`config.mk`:
```
export PLATFORM = sky130hd
export DESIGN_NAME = fpu_req_arbiter
export DESIGN_NICKNAME = d
export VERILOG_FILES = /design/src/rtl/fpu_req_arbiter.sv
export SDC_FILE = /design/constraint.sdc
export NUM_CORES = 1
export LEC_CHECK = 0
export CORE_AREA = 2 2 154 156
export CTS_BUF_LIST = sky130_fd_sc_hd__clkbuf_4 sky130_fd_sc_hd__clkbuf_8
export DETAILED_ROUTE_END_ITERATION = 6
export DIE_AREA = 0 0 156 158
export DONT_BUFFER_PORTS = 1
export PLACE_DENSITY = 0.3
export REMOVE_ABC_BUFFERS = 1
export SYNTH_ARGS = -nofsm -noshare
export SYNTH_HDL_FRONTEND = slang
export SYNTH_SLANG_ARGS = --single-unit
```
`constraint.sdc`:
```
create_clock -name clk_i -period 2.6 [get_ports clk_i]
set_clock_uncertainty 0.15 [all_clocks]
set_input_delay 0.13 -clock clk_i [delete_from_list [all_inputs] [get_ports clk_i]]
set_output_delay 0.13 -clock clk_i [all_outputs]
set_load 0.02 [all_outputs]
```
`src/rtl/fpu_req_arbiter.sv`:
```
// fpu_req_arbiter
// Shares one fpnew_top between NUM_REQ requesters. Issue side: round-robin
// arbitration with a grant lock while the FPU stalls. Return side: results come
// back in order, so a FIFO of requester IDs steers each one to the requester
// that issued it.
module fpu_req_arbiter #(
    parameter int NUM_REQ = 2,
    parameter int WIDTH   = 32,
    parameter int MAX_OUT = 4
) (
    input  logic                       clk_i,
    input  logic                       rst_ni,
    input  logic [NUM_REQ-1:0]         req_valid_i,
    output logic [NUM_REQ-1:0]         req_ready_o,
    input  logic [NUM_REQ*3*WIDTH-1:0] req_operands_i,
    input  logic [NUM_REQ*4-1:0]       req_op_i,
    input  logic [NUM_REQ*3-1:0]       req_rnd_i,
    output logic [NUM_REQ-1:0]         rsp_valid_o,
    input  logic [NUM_REQ-1:0]         rsp_ready_i,
    output logic [WIDTH-1:0]           rsp_result_o,
    output logic [4:0]                 rsp_status_o,
    output logic [3*WIDTH-1:0]         fpu_operands_o,
    output logic [3:0]                 fpu_op_o,
    output logic [2:0]                 fpu_rnd_o,
    output logic                       fpu_in_valid_o,
    input  logic                       fpu_in_ready_i,
    input  logic [WIDTH-1:0]           fpu_result_i,
    input  logic [4:0]                 fpu_status_i,
    input  logic                       fpu_out_valid_i,
    output logic                       fpu_out_ready_o,
    input  logic                       flush_i,
    output logic                       fpu_flush_o,
    output logic                       idle_o,
    output logic                       err_o
);

    localparam int IDX_W = $clog2(NUM_REQ);
    localparam int PTR_W = $clog2(MAX_OUT);
    localparam int CNT_W = PTR_W + 1;

    typedef enum logic [0:0] {
        LOCK_OPEN,
        LOCK_HELD
    } lockState_e;

    lockState_e       state_q, state_d;
    logic [IDX_W-1:0] lockIdx_q, lockIdx_d;
    logic [IDX_W-1:0] ptr_q, ptr_d;
    logic [IDX_W-1:0] idFifo_q [MAX_OUT];
    logic [PTR_W-1:0] rdPtr_q, rdPtr_d;
    logic [PTR_W-1:0] wrPtr_q, wrPtr_d;
    logic [CNT_W-1:0] count_q, count_d;
    logic             err_q, err_d;

    logic [IDX_W:0]   rrCand;
    logic [IDX_W-1:0] rrIdx;
    logic             rrFound;
    logic [IDX_W-1:0] grantIdx;
    logic             anyValid;
    logic             lockedValid;
    logic             lockDropped;
    logic             issueAllowed;
    logic             issueFire;
    logic             returnFire;
    logic             fifoEmpty;
    logic             strayResult;
    logic [IDX_W-1:0] headIdx;

    assign fifoEmpty    = (count_q == '0);
    assign headIdx      = idFifo_q[rdPtr_q];
    assign lockedValid  = req_valid_i[lockIdx_q];
    assign lockDropped  = (state_q == LOCK_HELD) && !lockedValid;
    // Reset is folded in so that every handshake output is quiet while rst_ni is low.
    assign issueAllowed = rst_ni && !flush_i && (count_q < CNT_W'(MAX_OUT));
    assign issueFire    = fpu_in_valid_o && fpu_in_ready_i;
    assign returnFire   = fpu_out_valid_i && fpu_out_ready_o && !fifoEmpty && !flush_i;
    assign strayResult  = fpu_out_valid_i && fifoEmpty && !flush_i;
    assign err_o        = err_q;

    // Round-robin search: first valid requester at or after ptr, wrapping around.
    always_comb begin
        rrIdx   = ptr_q;
        rrFound = 1'b0;
        rrCand  = '0;
        for (int i = 0; i < NUM_REQ; i++) begin
            rrCand = {1'b0, ptr_q} + (IDX_W+1)'(i);
            if (rrCand >= (IDX_W+1)'(NUM_REQ)) begin
                rrCand = rrCand - (IDX_W+1)'(NUM_REQ);
            end
            if (!rrFound && req_valid_i[rrCand[IDX_W-1:0]]) begin
                rrFound = 1'b1;
                rrIdx   = rrCand[IDX_W-1:0];
            end
        end
    end

    // A held grant overrides round-robin while its requester keeps valid asserted.
    always_comb begin
        if ((state_q == LOCK_HELD) && lockedValid) begin
            grantIdx = lockIdx_q;
            anyValid = 1'b1;
        end else begin
            grantIdx = rrIdx;
            anyValid = rrFound;
        end
    end

    // Lock state register.
    always_ff @(posedge clk_i or negedge rst_ni) begin
        if (!rst_ni) begin
            state_q   <= LOCK_OPEN;
            lockIdx_q <= '0;
        end else begin
            state_q   <= state_d;
            lockIdx_q <= lockIdx_d;
        end
    end

    // Hold the grant whenever an offered operation was not taken by the FPU this cycle.
    always_comb begin
        state_d   = LOCK_OPEN;
        lockIdx_d = lockIdx_q;
        if (fpu_in_valid_o && !fpu_in_ready_i) begin
            state_d   = LOCK_HELD;
            lockIdx_d = grantIdx;
        end
    end

    // Issue forwarding, result steering and status outputs.
    always_comb begin
        req_ready_o    = '0;
        rsp_valid_o    = '0;
        fpu_operands_o = '0;
        fpu_op_o       = '0;
        fpu_rnd_o      = '0;
        rsp_result_o   = fpu_result_i;
        rsp_status_o   = fpu_status_i;
        fpu_in_valid_o = issueAllowed && anyValid;
        if (fpu_in_valid_o) begin
            req_ready_o[grantIdx] = fpu_in_ready_i;
            fpu_operands_o        = req_operands_i[int'(grantIdx)*3*WIDTH +: 3*WIDTH];
            fpu_op_o              = req_op_i[int'(grantIdx)*4 +: 4];
            fpu_rnd_o             = req_rnd_i[int'(grantIdx)*3 +: 3];
        end
        if (flush_i || fifoEmpty) begin
            fpu_out_ready_o = 1'b1;
        end else begin
            rsp_valid_o[headIdx] = fpu_out_valid_i;
            fpu_out_ready_o      = rsp_ready_i[headIdx];
        end
        if (!rst_ni) begin
            fpu_out_ready_o = 1'b0;
        end
        fpu_flush_o = flush_i && rst_ni;
        idle_o      = fifoEmpty && (state_q == LOCK_OPEN) && !fpu_in_valid_o;
    end

    // Next values for pointer, ID FIFO pointers, occupancy count and sticky error.
    always_comb begin
        ptr_d   = ptr_q;
        rdPtr_d = rdPtr_q;
        wrPtr_d = wrPtr_q;
        count_d = count_q;
        err_d   = err_q | lockDropped | strayResult;
        if (issueFire) begin
            ptr_d = (grantIdx == IDX_W'(NUM_REQ-1)) ? '0 : grantIdx + IDX_W'(1);
        end
        if (flush_i) begin
            rdPtr_d = '0;
            wrPtr_d = '0;
            count_d = '0;
        end else begin
            if (issueFire) begin
                wrPtr_d = wrPtr_q + PTR_W'(1);
            end
            if (returnFire) begin
                rdPtr_d = rdPtr_q + PTR_W'(1);
            end
            if (issueFire && !returnFire) begin
                count_d = count_q + CNT_W'(1);
            end else if (returnFire && !issueFire) begin
                count_d = count_q - CNT_W'(1);
            end
        end
    end

    // Datapath registers; the ID FIFO entry is written at the issue handshake.
    always_ff @(posedge clk_i or negedge rst_ni) begin
        if (!rst_ni) begin
            ptr_q   <= '0;
            rdPtr_q <= '0;
            wrPtr_q <= '0;
            count_q <= '0;
            err_q   <= 1'b0;
            for (int i = 0; i < MAX_OUT; i++) begin
                idFifo_q[i] <= '0;
            end
        end else begin
            ptr_q   <= ptr_d;
            rdPtr_q <= rdPtr_d;
            wrPtr_q <= wrPtr_d;
            count_q <= count_d;
            err_q   <= err_d;
            if (issueFire && !flush_i) begin
                idFifo_q[wrPtr_q] <= grantIdx;
            end
        end
    end

endmodule

```
# == Yosys cells after proc, flatten, opt, wreduce, memory -nomap -nowiden ==
# Cells that the tools add are included.
# totals
regBits,15
inputBits,252
elab_cells,120
# classes
addsub,8
n_mul,1
order_cmp,13
shift,3
mux,42
bitwise_logic,7
reduce_logical,35
# ops
operator,n
$shiftx 192x32->96,1
$mux 96,1
$mux 1,25
$logic_and 1x1->1,22
$mux 2,6
$mux 3,4
$lt 1x2->1 const B,5
$logic_not 1->1,8
$shiftx 8x4->4,1
$ge 3x3->1 const B,2
$not 2->3,2
$shiftx 6x4->3,1
$add 2x1->2 const B,2
$and 2x2->2,2
$bwmux 4,1
$mux 4,1
$reduce_bool 2->1,2
$add 3x1->3 const B,1
$logic_not 3->1,1
$lt 3x1->1 const B,1
$lt 3x3->1 const B,1
$mul 1x2->3 const B,1
$reduce_bool 3->1,1
$sub 3x1->3 const B,1
12 further kinds,16

# == Logic depth before layout (Yosys ltp) ==
# logic_depth
ltp_word,16
mapped_depth,8

# == Worst setup path after synthesis ==
# Ideal clock, no wire load.
# synth_timing
path_kind,register to register
from,register rdPtr_q[0]
to,register count_q[2]
setup_ns,0.078
t_arrival_ns,2.279
setup_slack_ns,0.094
stages_incl_launch_ff,8
n_path_buf,0
path_cell_list,dfrtp_1 -> mux4_2 -> mux2_4 -> a41oi_2 -> fa_1 -> o2111ai_1 -> or3_1 -> a21oi_1
# synth_via
elab_chain_cells,15
word_cells_on_any_way,17
classes_between,9 x mux; 1 x bitwise; 7 x reduce/logical
# synth_lines
item,line,rtl
"start, declared",50,"logic [PTR_W-1:0] rdPtr_q, rdPtr_d;"
"start signal, assigned",200,rdPtr_q <= rdPtr_d;
$not 2->3 (not written as such) *,70,assign headIdx = idFifo_q[rdPtr_q];
$bmux 1 s2 *,70,
$mux 1 (not written as such) * (2 in a row),70,
$mux 1 (not written as such) * (2 in a row),149,fpu_out_ready_o = rsp_ready_i[headIdx];
$mux 1 *,145,if (flush_i || fifoEmpty) begin
$mux 1 *,151,if (!rst_ni) begin
$logic_and 1x1->1 * (3 in a row),76,assign returnFire = fpu_out_valid_i && fpu_out_ready_o && !fifoEmpty && !flush_i;
$logic_not 1->1,179,if (issueFire && !returnFire) begin
$logic_and 1x1->1,179,
$mux 3,179,
$mux 3,168,if (flush_i) begin
"end signal, assigned",202,count_q <= count_d;
"end, declared",52,"logic [CNT_W-1:0] count_q, count_d;"
# Mark *: on every way between the ends. The rest lies on a longest branch, timed or not. The select of a mux whose other input is x is not followed.
# A chain may end at the register's enable or synchronous reset.

# == Worst setup path after layout ==
# layout_timing
from,register rdPtr_q[0]
to,output port fpu_out_ready_o
# layout_via
elab_chain_cells,8
# layout_lines
item,line,rtl
$not 2->3 (not written as such),70,
$bmux 1 s2,70,
$mux 1 (not written as such) (2 in a row),70,
$mux 1 (not written as such) (2 in a row),149,
$mux 1,145,
$mux 1,151,
"end, declared",30,"output logic fpu_out_ready_o,"
# Every way passes these cells. The select of a mux whose other input is x is not followed.

==> key figures <==
Yosys
  • Share of cell area taken by muxes after synthesis: about 2.3%
  • Share of synthesized registers carrying an async set or reset: 100%
  • Syn_area_per_cell: between 5 and 6 um^2
  • Area fraction in compound gates after synthesis: a little over a quarter
  • Number of warnings issued by yosys: 0
  • Xor/xnor share of the synthesized area: less than 1%
  • Dominant combinational cell family by area after synthesis: simple AND/OR/NAND/NOR gates
  • Number of distinct library cells after synthesis: 43
  • Sequential-to-total area share from yosys stat: approximately 14%
  • Count leader, synth: sky130_fd_sc_hd__nand2_1
  • Cell types with the highest counts after synthesis: sky130_fd_sc_hd__nand2_1 (220), sky130_fd_sc_hd__a21oi_1 (104), sky130_fd_sc_hd__buf_4 (37)
  • Post-synth top area share: between 30% and 40%
  • Most frequently used flop master after synthesis: sky130_fd_sc_hd__dfrtp_1
  • Cell Area, Synth: around 2600 um^2
  • Adder and majority gate portion of the synthesized area: 2.68%
  • Simple-gate area share of the yosys netlist: roughly 37%
  • Seq cells post-synth: 15
  • Largest area contributor in the netlist: sky130_fd_sc_hd__nand2_1
  • Gate count of the mapped netlist: 476
  • Post-synth EDFFs: 0
  • Area contributors post-synth: sky130_fd_sc_hd__nand2_1 (32%), sky130_fd_sc_hd__a21oi_1 (20%), sky130_fd_sc_hd__dfrtp_1 (14%), sky130_fd_sc_hd__buf_4 (11%), sky130_fd_sc_hd__clkbuf_1 (3.3%)

Detailed routing
  • Average wire per standard cell: about 17 um
  • Starting DRT DRC Count: roughly 190
  • Sum of routed wire length over all layers: approximately 13000 um
  • Via count: 3178
  • Via count normalized by instance count: between 4 and 5
  • Number of nets with antenna violations after routing: 0
  • Drc violations: 0
  • Drt pass-1 iters: 4

GRT
  • Gr ovfl total: 0
  • Wire length of the first global-routing pass: ~17000 um
  • Overall track demand over capacity in global routing: approximately 8.9%
  • Initial antenna violation count: 0
  • Via count of the first global-routing pass: between 2000 and 3000
  • Largest net degree at the start of global routing: 96

Power
  • Power density over the cells: around 430 nW/um^2
  • Post-route total power: between 1 and 1.5 mW
  • VDD IR-drop max: 0.000140 V
  • Static leakage power: approximately 1.3 nW

Worst setup path
  • Critical path peak fanout: 5
  • Critical-path cell with the highest stage delay: sky130_fd_sc_hd__mux4_2
  • Arrival time of data at the critical path endpoint: 2.26 ns
  • Worst path buffer plus inverter count: 1
  • Crit. End Element: primary output
  • Cell family with most CP delay: multiplexers
  • Startpoint kind of the worst setup timing path: flip-flop
  • Start-to-end type of the worst setup path: reg2out
  • Required time at the worst-slack endpoint: 2.32 ns
  • Slowest cell delay on critical path: between 0.5 and 0.6 ns
  • Critical path cell sequence: mux4_2 -> mux2_4 -> buf_4 -> or3_4 -> and2_1

Layout
  • Register area: 375 um^2
  • Number of diodes: 0
  • Area taken by multi-input logic gates: 1850 um^2
  • Finished Layout Cells: between 700 and 800
  • Post-synthesis to final-layout area growth: 19.6%
  • Share of layout cells above drive strength 1: roughly 14%
  • Layout net count: between 700 and 800
  • Core occupancy in the finished layout: ~14%
  • Filler Cells Inserted: approximately 2700

STA
  • Post-route minimum period: 2.54 ns
  • Final Hold Viols: 0
  • Worst max-slew margin expressed relative to the limit: between 40% and 50%
  • Fraction of the cycle the final worst path needs: between 90% and 100%
  • Final Max Slew Viols: 0
  • Worst-Margin Slew: between 0.7 and 0.8 ns
  • Total Neg Setup Slack: 0 ns
  • RSZ-0062 raised after global routing: no
  • Final setup vio count: 0
  • Post-Route Hold Slack: roughly 0.0047 ns
  • Peak Freq: between 300 and 400 MHz

Placement
  • Input/output buffers: 0
  • Sum of net half-perimeters after detailed placement: approximately 10000 um
  • Number of placed instances, taps included: 742
  • Placer's final routability congestion estimate: about 0.74

Clocking
  • H-tree level count: 1
  • Root buffer cell: sky130_fd_sc_hd__clkbuf_8
  • Number of buffers created by CTS: 3
  • CTS tree: yes
  • Clock latency on the worst-skew pair: 0.25 ns
  • Largest buffer count on any clock path: 2
  • Clock transition at the register clock pins on the worst setup and hold paths after CTS: approximately 0.07 ns
  • Number of sinks on the clock net: 15
  • Number of buffers inserted by post-CTS setup repair: 0

Die
  • Die Y-Extent: between 150 and 200 um
  • Floorplan die area: 24600 um^2
  • Placeable core region: ~23000 um^2
  • Effective utilization at floorplan: a little under an eighth
  • Number of standard-cell rows in the floorplan: 56
  • Horizontal die dimension: 156 um
  • Top-Level Pins: between 400 and 500

Hold path
  • Worst hold path class: in2reg

Run
  • Number of maximum-capacitance constraint violations: 0

Run status
  • Result of the run: finished clean
logic make-up (layout without fill, tap and decap cells):
| group | count (synthesis) | in the layout |
|---|---|---|
| compound gates | 125 | 125 |
| buf+inv | 78 | 62 |
| mux | 4 | 4 |
| fa+ha+maj | 5 | 5 |
| xor+xnor | 2 | 2 |
| simple gates | 247 | 247 |
| flops | 15 | 15 |
state kept, by name, indices dropped and copies added (netlist names):
register   cells
count_q        3
err_o          1
idFifo_q       4
lockIdx_q      1
ptr_q          1
rdPtr_q        2
state_q        1
wrPtr_q        2
per-stage QoR:
stage | setup slack, ns | cell area (um^2)
5_1_grt | 0.0149 | 3120
3_5_place_dp | 0.0562 | 3020
2_1_floorplan | -2.06 | 2200
6_report | 0.0603 | 3120
4_1_cts | 0.0377 | 3110
3_3_place_gp | 0.0828 | 3020
final cells by class:
cell class / instances / share of cell area, %
inverters: 5 / 0.601
clock inverters: 1 / 0.240
repair buffers: 53 / 15.1
flip-flops and latches: 15 / 12.0
well taps: 290 / 11.6
multi-input cells: 383 / 59.2
clock buffers: 3 / 1.32
layout by cell type (no fill, tap or decap), types with 2 or more instances in the layout:
master,instances
sky130_fd_sc_hd__or3_1,2
sky130_fd_sc_hd__nor3_1,2
sky130_fd_sc_hd__inv_1,5
sky130_fd_sc_hd__buf_12,5
sky130_fd_sc_hd__nand2_1,219
sky130_fd_sc_hd__dfrtp_1,15
sky130_fd_sc_hd__xor2_1,2
sky130_fd_sc_hd__a31oi_1,2
sky130_fd_sc_hd__and2_1,2
sky130_fd_sc_hd__a21oi_1,103
sky130_fd_sc_hd__nand2b_1,2
sky130_fd_sc_hd__nor2b_1,2
sky130_fd_sc_hd__o21ai_1,4
sky130_fd_sc_hd__buf_4,44
sky130_fd_sc_hd__dlygate4sd3_1,4
sky130_fd_sc_hd__clkbuf_8,3
sky130_fd_sc_hd__nor2_1,11
sky130_fd_sc_hd__ha_1,4
worst register-to-register path: stages (launching register included):
cell and delay [ns]:
sky130_fd_sc_hd__dfrtp_1 0.37, sky130_fd_sc_hd__mux4_2 0.55, sky130_fd_sc_hd__mux2_4 0.35, sky130_fd_sc_hd__a41oi_4 0.16, sky130_fd_sc_hd__fa_2 0.24, sky130_fd_sc_hd__o2111ai_1 0.10
sky130_fd_sc_hd__or3_1 0.33, sky130_fd_sc_hd__a21oi_2 0.14
report_power, final:
group | switching, mW | leakage (nW) | internal, mW
Sequential | 0.0223 | 0.194 | 0.263
Combinational | 0.581 | 1.08 | 0.285
Clock | 0.0948 | 0.0217 | 0.108
Total | 0.698 | 1.30 | 0.657
per-layer routing:
layer,share of wire [%],vias up,global-route usage [%]
met5,0.51,-,2.07
met4,1.4,2,1.79
met3,16,12,5.91
met2,42,260,12.6
met1,40,1421,11.0
li1,-,1483,-
path summary, 6_finish.rpt:
path,endpoint,start,depth (start not counted),slack [ns]
max,fpu_out_ready_o,rdPtr_q[0]$_DFFE_PN0P_,5,0.06
min,err_o$_DFF_PN0_,fpu_out_valid_i,2,0.005
max reg2reg,count_q[2]$_DFFE_PN0P_,rdPtr_q[0]$_DFFE_PN0P_,7,0.13
min reg2reg,idFifo_q[0]$_DFFE_PN0P_,idFifo_q[0]$_DFFE_PN0P_,2,0.33
max in group asynchronous,err_o$_DFF_PN0_,rst_ni,1,1.55
min in group asynchronous,idFifo_q[2]$_DFFE_PN0P_,rst_ni,1,0.25
repair_timing:
| action | 4_1_cts | 5_1_grt |
|---|---|---|
| endpoints found under the setup margin | 0 | 1 |
| hold buffers | 4 | 0 |
| gates resized for setup | 0 | 3 |
| endpoints found under the hold margin | 24 | 0 |
Note: power is estimated with default switching activity, not from simulation.
